[src/rtl/gate_pkg.sv]
// Shared constants for the gate input conditioning path: debounce FSM encoding and defaults.
// Latency: n/a (package). Backpressure: n/a.
package gate_pkg;

    localparam logic [1:0] ST_STABLE_LOW  = 2'd0;
    localparam logic [1:0] ST_WAIT_HIGH   = 2'd1;
    localparam logic [1:0] ST_STABLE_HIGH = 2'd2;
    localparam logic [1:0] ST_WAIT_LOW    = 2'd3;

    localparam int DEBOUNCE_CYCLES_DEF = 1000000;
    localparam int CNT_W_DEF           = 20;

    // Output level implied by a state: high once a rise has been accepted until a fall is.
    function automatic logic state_is_high(input logic [1:0] st);
        return (st == ST_STABLE_HIGH) || (st == ST_WAIT_LOW);
    endfunction

endpackage

[src/rtl/debounce_channel.sv]
// One-bit debouncer: 2-flop synchroniser, stability counter FSM, optional edge pulses (DEBOUNCE_EDGE_PULSE_EN).
// Latency: raw change captured at edge k shows on clean_o at edge k+DEBOUNCE_CYCLES+1.
// Backpressure: none; free-running level path.
import gate_pkg::*;

module debounce_channel #(
    parameter int CNT_W           = CNT_W_DEF,
    parameter int DEBOUNCE_CYCLES = DEBOUNCE_CYCLES_DEF
) (
    input  logic clk,
    input  logic rst,
    input  logic raw_i,
    output logic clean_o
`ifdef DEBOUNCE_EDGE_PULSE_EN
    ,
    output logic rise_o,
    output logic fall_o
`endif
);

    localparam logic [CNT_W-1:0] CNT_LAST = CNT_W'(DEBOUNCE_CYCLES - 2);

    logic             sync1_q, sync2_q;
    logic [1:0]       state_q, state_d;
    logic [CNT_W-1:0] cnt_q, cnt_d;
    logic             clean_q;

    always_comb begin
        state_d = state_q;
        cnt_d   = cnt_q;
        case (state_q)
            ST_STABLE_LOW: begin
                if (sync2_q) begin
                    state_d = ST_WAIT_HIGH;
                    cnt_d   = '0;
                end
            end
            ST_WAIT_HIGH: begin
                if (!sync2_q) begin
                    state_d = ST_STABLE_LOW;
                    cnt_d   = '0;
                end else if (cnt_q == CNT_LAST) begin
                    state_d = ST_STABLE_HIGH;
                    cnt_d   = '0;
                end else begin
                    cnt_d = cnt_q + CNT_W'(1);
                end
            end
            ST_STABLE_HIGH: begin
                if (!sync2_q) begin
                    state_d = ST_WAIT_LOW;
                    cnt_d   = '0;
                end
            end
            default: begin
                if (sync2_q) begin
                    state_d = ST_STABLE_HIGH;
                    cnt_d   = '0;
                end else if (cnt_q == CNT_LAST) begin
                    state_d = ST_STABLE_LOW;
                    cnt_d   = '0;
                end else begin
                    cnt_d = cnt_q + CNT_W'(1);
                end
            end
        endcase
    end

    // clean_q is decoded from the next state so it tracks state_q with no extra cycle.
    always_ff @(posedge clk) begin
        if (rst) begin
            sync1_q <= 1'b0;
            sync2_q <= 1'b0;
            state_q <= ST_STABLE_LOW;
            cnt_q   <= '0;
            clean_q <= 1'b0;
        end else begin
            sync1_q <= raw_i;
            sync2_q <= sync1_q;
            state_q <= state_d;
            cnt_q   <= cnt_d;
            clean_q <= state_is_high(state_d);
        end
    end

    assign clean_o = clean_q;

`ifdef DEBOUNCE_EDGE_PULSE_EN
    logic prev_q, rise_q, fall_q;

    always_ff @(posedge clk) begin
        if (rst) begin
            prev_q <= 1'b0;
            rise_q <= 1'b0;
            fall_q <= 1'b0;
        end else begin
            prev_q <= clean_q;
            rise_q <= clean_q & ~prev_q;
            fall_q <= ~clean_q & prev_q;
        end
    end

    assign rise_o = rise_q;
    assign fall_o = fall_q;
`endif

endmodule

[src/rtl/gate_input_debouncer.sv]
// Debounces N_CH raw pin levels (A=bit0, B=bit1) for the gate inputs; edge pulses under DEBOUNCE_EDGE_PULSE_EN.
// Latency: DEBOUNCE_CYCLES+1 edges from first capture of a raw change.
// Backpressure: none; channels independent.
import gate_pkg::*;

module gate_input_debouncer #(
    parameter int N_CH            = 2,
    parameter int CNT_W           = CNT_W_DEF,
    parameter int DEBOUNCE_CYCLES = DEBOUNCE_CYCLES_DEF
) (
    input  logic            clk,
    input  logic            rst,
    input  logic [N_CH-1:0] raw_in,
    output logic [N_CH-1:0] clean_out
`ifdef DEBOUNCE_EDGE_PULSE_EN
    ,
    output logic [N_CH-1:0] rise_pulse,
    output logic [N_CH-1:0] fall_pulse
`endif
);

    for (genvar g = 0; g < N_CH; g++) begin : g_ch
        debounce_channel #(
            .CNT_W          (CNT_W),
            .DEBOUNCE_CYCLES(DEBOUNCE_CYCLES)
        ) u_ch (
            .clk    (clk),
            .rst    (rst),
            .raw_i  (raw_in[g]),
            .clean_o(clean_out[g])
`ifdef DEBOUNCE_EDGE_PULSE_EN
            ,
            .rise_o (rise_pulse[g]),
            .fall_o (fall_pulse[g])
`endif
        );
    end

endmodule

[config.mk]
export PLATFORM = sky130hd
export DESIGN_NAME = gate_input_debouncer
export DESIGN_NICKNAME = d
export VERILOG_FILES = /design/src/rtl/gate_pkg.sv /design/src/rtl/debounce_channel.sv /design/src/rtl/gate_input_debouncer.sv
export SDC_FILE = /design/constraint.sdc
export NUM_CORES = 1
export LEC_CHECK = 0
export ABC_CLOCK_PERIOD_IN_PS = 3800
export CAP_MARGIN = 20
export CORE_ASPECT_RATIO = 1.4
export CORE_MARGIN = 3
export CORE_UTILIZATION = 25
export CTS_CLUSTER_SIZE = 14
export DETAILED_ROUTE_END_ITERATION = 10
export DONT_BUFFER_PORTS = 1
export PLACE_DENSITY = 0.39
export SKIP_LAST_GASP = 1
export SYNTH_ARGS = -nofsm -noshare
export SYNTH_HDL_FRONTEND = slang
export SYNTH_SLANG_ARGS = --single-unit
[constraint.sdc]
create_clock -name clk -period 3.8 [get_ports clk]
set_input_delay 0.76 -clock clk [delete_from_list [all_inputs] [get_ports clk]]
set_output_delay 0.76 -clock clk [all_outputs]
set_load 0.05 [all_outputs]
; After elaboration in Yosys (flattened, before gate mapping)
; Cells that the tools add are included.
[word_totals]
elab_cells = 58
regBits = 50
output_inout_bits = 2
input_bits = 4
[op_classes]
mux = 26
n_eq_ne = 14
reduce_logical = 6
addsub = 2
[ops]
columns = cell, n
row1 = two-way mux 20 bit, 10
row2 = case mux 20 bit (3 select lines), 2
row3 = "adder 20 x 1 -> 20 bit, second input constant", 2
row4 = "equality test 20 bit, second input constant", 2
row5 = two-way mux 2 bit, 12
row6 = "equality test 2 bit, second input constant", 6
row7 = case mux 2 bit (3 select lines), 2
row8 = "equality test 2 x 1 -> 1 bit, second input constant", 2
row9 = zero test 2 bit, 2
row10 = "!= test 2 x 1 -> 1 bit, second input constant", 2
row11 = "!= test 2 bit, second input constant", 2
row12 = AND reduction 2 bit, 2
row13 = logical OR 1 bit, 2

; Depth between registers and ports, before layout
[logic_depth]
depth_word = 6
mapped_depth = 8
ltp_nobuf = 7

; Cells and area by module
; Synthesis repeated with hierarchy kept, for this count alone.
[hier_totals]
hier_cells = 332
area_unflattened_um2 = 2687.6
[by_module_without_submodules]
columns = module, area_per_inst_um2, cells_per_inst, instances
row1 = debounce_channel, 1343.8, 166, 2

; Least setup slack after synthesis
; Ideal clock, no wire load.
[synth_path]
kind = register -> register
startpoint = register g_ch[0].u_ch.cnt_q[0]
endpoint = register g_ch[0].u_ch.cnt_q[16]
stages_incl_launch_ff = 9
path_buffers = 1
slack_ns = 1.789
t_arrival_ns = 1.882
setup_time_ns = 0.129
required_ns = 3.671
path_cell_list = dfxtp_1 inv_1 ha_1 or4bb_1 nor4_4 a211oi_2 buf_6 a41oi_1 a31oi_1
[synth_via]
elab_chain_cells = 4
word_cells_on_any_way = 6
[synth_rtl]
columns = item, line_no
row1 = "start, declared", debounce_channel.sv:25  ; logic [CNT_W-1:0] cnt_q, cnt_d;
row2 = "start signal, assigned", debounce_channel.sv:81  ; cnt_q <= cnt_d;
row3 = adder 20 x 1 -> 20 bit or equality test 20 bit (tied branches), n/a
row4 = two-way mux 20 bit *, "debounce_channel.sv:42, debounce_channel.sv:59"
row5 = "two-way mux 20 bit, on equally long branches", "debounce_channel.sv:56, debounce_channel.sv:39"
row6 = case mux 20 bit (3 select lines) *, debounce_channel.sv:31  ; case (state_q)
; Mark *: on every way between the ends. The rest lies on a longest branch, timed or not.
; A chain may end at the register's enable or synchronous reset.

; Worst setup path in the final report
[layout_path]
startpoint = register g_ch[1].u_ch.cnt_q[0]
endpoint = register g_ch[1].u_ch.cnt_q[15]
[layout_via]
elab_chain_cells = 4
word_cells_on_any_way = 6
[layout_rtl]
columns = item, line_no
row1 = "start, declared", debounce_channel.sv:25
row2 = "start signal, assigned", debounce_channel.sv:81
row3 = adder 20 x 1 -> 20 bit or equality test 20 bit (tied branches), n/a
row4 = two-way mux 20 bit *, "debounce_channel.sv:42, debounce_channel.sv:59"
row5 = "two-way mux 20 bit, on equally long branches", "debounce_channel.sv:56, debounce_channel.sv:39"
row6 = case mux 20 bit (3 select lines) *, debounce_channel.sv:31
; Marks and branches as above.

==> run metrics <==
die span in x 91.1 microns; Routed Wire Length 6270 microns; drt pass-1 iters 4; Static Leakage 0.952 nW; post-synthesis cell type count 50; die area 11400 sq um; Finished Core Util 28.7%; Worst Path Arrival 2.56 ns; Post-synth EDFFs 0; Mapped Cells 301; grt ovf 0; Mean Syn Cell Area 8.41 sq um; CTS Hold Buffers Added 0; synthesis-stage register bit count 50; fin crit period 2.38 ns; CTS Buf Count 5; final worst-path cycle share 62.5%; # Post-CTS Setup Buffers 0; top achievable clock speed 0.421 GHz; Routed Antenna Nets 0; residual DRC count 0; GP Congestion 0.769; pwr/cell area 359 nW/um^2; Post-Syn Area 2530 sq um; vias in the first global route 1969; slowest CP cell a211oi_4; Final Hold Fails 0; n_diodes 0; commonest cells after routing, fill and taps aside dfxtp_1, nand2_1, nor2_1; Overall Global Routing Usage 11.0%; worst-skew pair later-pin latency 0.28 ns; worst vdd ir 0.137 mV; unrepaired setup endpoints after global routing no; Design Area, Final 2770 sq um; CTS tree built; Critical Path End Type register; Post-Syn Nets 309; total number of vias 2129; cell with the most instances on the worst path inv_1; post-DR wirelength/cell 14.6 microns; ys flop type dfxtp_1; fraction of the yosys area taken by sequential cells 39.5%; Core Area 9670 sq um; worst path bufs/invs 2; Setup TNS 0 ns; I/O pin total 6; fillcell total 1067; commonest non-fill, non-tap cell in the layout dfxtp_1; Area growth, synth to finish 9.54%; top cell family by delay on the critical path compound AO/OA/AOI/OAI gates; # nets final 305; Slew Limit Headroom 32.2%; CP Data Required Time 3.98 ns; CP Class register to register; Die Span Y 125 microns; Final Slew Violations 0; row count 42; outcome finished clean; post-CTS sizing 0; IO buf count 0; CP max FO 28; Post-DP HPWL 4490 microns; Initial Utilization 26.2%; CP Launch Type register; HP Class register to register; maxcap violations 0; H-tree depth 2; CTS Root Cell clkbuf_16; Vias/cell 4.97; Slew @ Worst Pin 1.01 ns; clk slew on worst S/H paths 0.07 ns; clock sinks 50; DP Area 2640 sq um; first-pass GRT wire length 10100 microns; largest net degree at the start of global routing 29; CP peak stage delay 0.87 ns; clk_skew 0.00445 ns; DRT iter0 DRCs 68; clock buffer depth 2; placed cells 422; Finished Layout Cells 428; FFs w/ async S/R, synth 0%; share of post-route cells with drive strength above 1 5.74%; worst path cell trace inv_1 -> ha_1 -> and3b_1 -> a211oi_4 -> inv_1 -> o311ai_0; antenna violations before repair 0; yosys warns 0; final setup vio count 0
flip-flops by register name, summed over array words and instances, names as in the netlist:
| name | count |
|---|---|
| g_ch.u_ch.clean_o | 2 |
| g_ch.u_ch.cnt_q | 40 |
| g_ch.u_ch.state_q | 4 |
| g_ch.u_ch.sync1_q | 2 |
| g_ch.u_ch.sync2_q | 2 |
cells in the mapped netlist (2+ instances only):
| cell | instances | area, sq um |
|---|---|---|
| xnor2_1 | 2 | 17.5 |
| ha_1 | 4 | 50.1 |
| a221o_1 | 2 | 20.0 |
| a22o_1 | 4 | 35.0 |
| a21oi_1 | 18 | 90.1 |
| and3_1 | 6 | 37.5 |
| a31oi_1 | 18 | 113 |
| nand3_1 | 21 | 105 |
| nand2_1 | 36 | 135 |
| nor4_4 | 2 | 42.5 |
| nor2b_1 | 6 | 37.5 |
| a21o_1 | 5 | 37.5 |
| or4_1 | 2 | 15.0 |
| nor2_1 | 23 | 86.3 |
| or3_1 | 5 | 31.3 |
| and3b_1 | 3 | 26.3 |
| clkbuf_1 | 4 | 15.0 |
| a41oi_1 | 4 | 35.0 |
| buf_6 | 3 | 33.8 |
| buf_2 | 3 | 15.0 |
| nor3_1 | 8 | 40.0 |
| buf_4 | 2 | 15.0 |
| dfxtp_1 | 50 | 1000 |
| xor2_1 | 5 | 43.8 |
| and2_1 | 5 | 31.3 |
| a211oi_1 | 2 | 15.0 |
| nand4_1 | 11 | 68.8 |
| nand2b_1 | 3 | 18.8 |
| mux2i_1 | 4 | 40.0 |
| o21ai_0 | 10 | 50.1 |
| inv_1 | 8 | 30.0 |
| nor4_1 | 4 | 25.0 |
worst paths after layout:
| kind | endpoint | depth (start not counted) | startpoint | slack (ns) |
|---|---|---|---|---|
| setup reg to reg | g_ch[1].u_ch.cnt_q[15]$_SDFFE_PP0P_ | 6 | g_ch[1].u_ch.cnt_q[0]$_SDFFE_PP0P_ | 1.42 |
| hold / removal | g_ch[0].u_ch.sync2_q$_SDFF_PP0_ | 1 | g_ch[0].u_ch.sync1_q$_SDFF_PP0_ | 0.44 |
| setup / recovery | g_ch[1].u_ch.cnt_q[15]$_SDFFE_PP0P_ | 6 | g_ch[1].u_ch.cnt_q[0]$_SDFFE_PP0P_ | 1.42 |
| hold reg to reg | g_ch[0].u_ch.sync2_q$_SDFF_PP0_ | 1 | g_ch[0].u_ch.sync1_q$_SDFF_PP0_ | 0.44 |
through the flow:
stage                     power [W]  hold slack, ns  setup WS [ns]
after floorplan            0.000563           0.414           1.79
after global placement     0.000568           0.415           1.48
after detailed placement   0.000569           0.431           1.40
after CTS                   0.00102           0.446           1.38
after global routing        0.00104           0.459           1.17
final                      0.000995           0.440           1.42
where the power goes:
part	switching (W)	internal (W)
sequential	0.00000289	0.000528
clock	0.000184	0.000255
combinational	0.0000165	0.00000966
routing by layer:
layer  GRT usage (%)  share of wire, %
met1            13.1                43
met2            19.6                53
met3            2.16               2.7
met4            3.91               1.4
met5               0                 0
final cells by class:
| class | count | area (sq um) | area share (%) |
|---|---|---|---|
| clock buffer | 6 | 139 | 5.01 |
| inverter | 8 | 30.0 | 1.08 |
| multi-input combinational | 230 | 1420 | 51.3 |
| sequential | 50 | 1000 | 36.1 |
| tap | 132 | 165 | 5.95 |
| timing repair buffer | 2 | 15.0 | 0.541 |
cell families after synthesis:
kind of cell	after synthesis	share of synthesized area, %
simple gates	144	31.2
buf+inv	21	4.45
xor+xnor	7	2.42
mux	4	1.58
fa+ha+maj	4	1.98
flops	50	39.5
compound gates	71	18.9
Note: power is estimated with default switching activity, not from simulation.
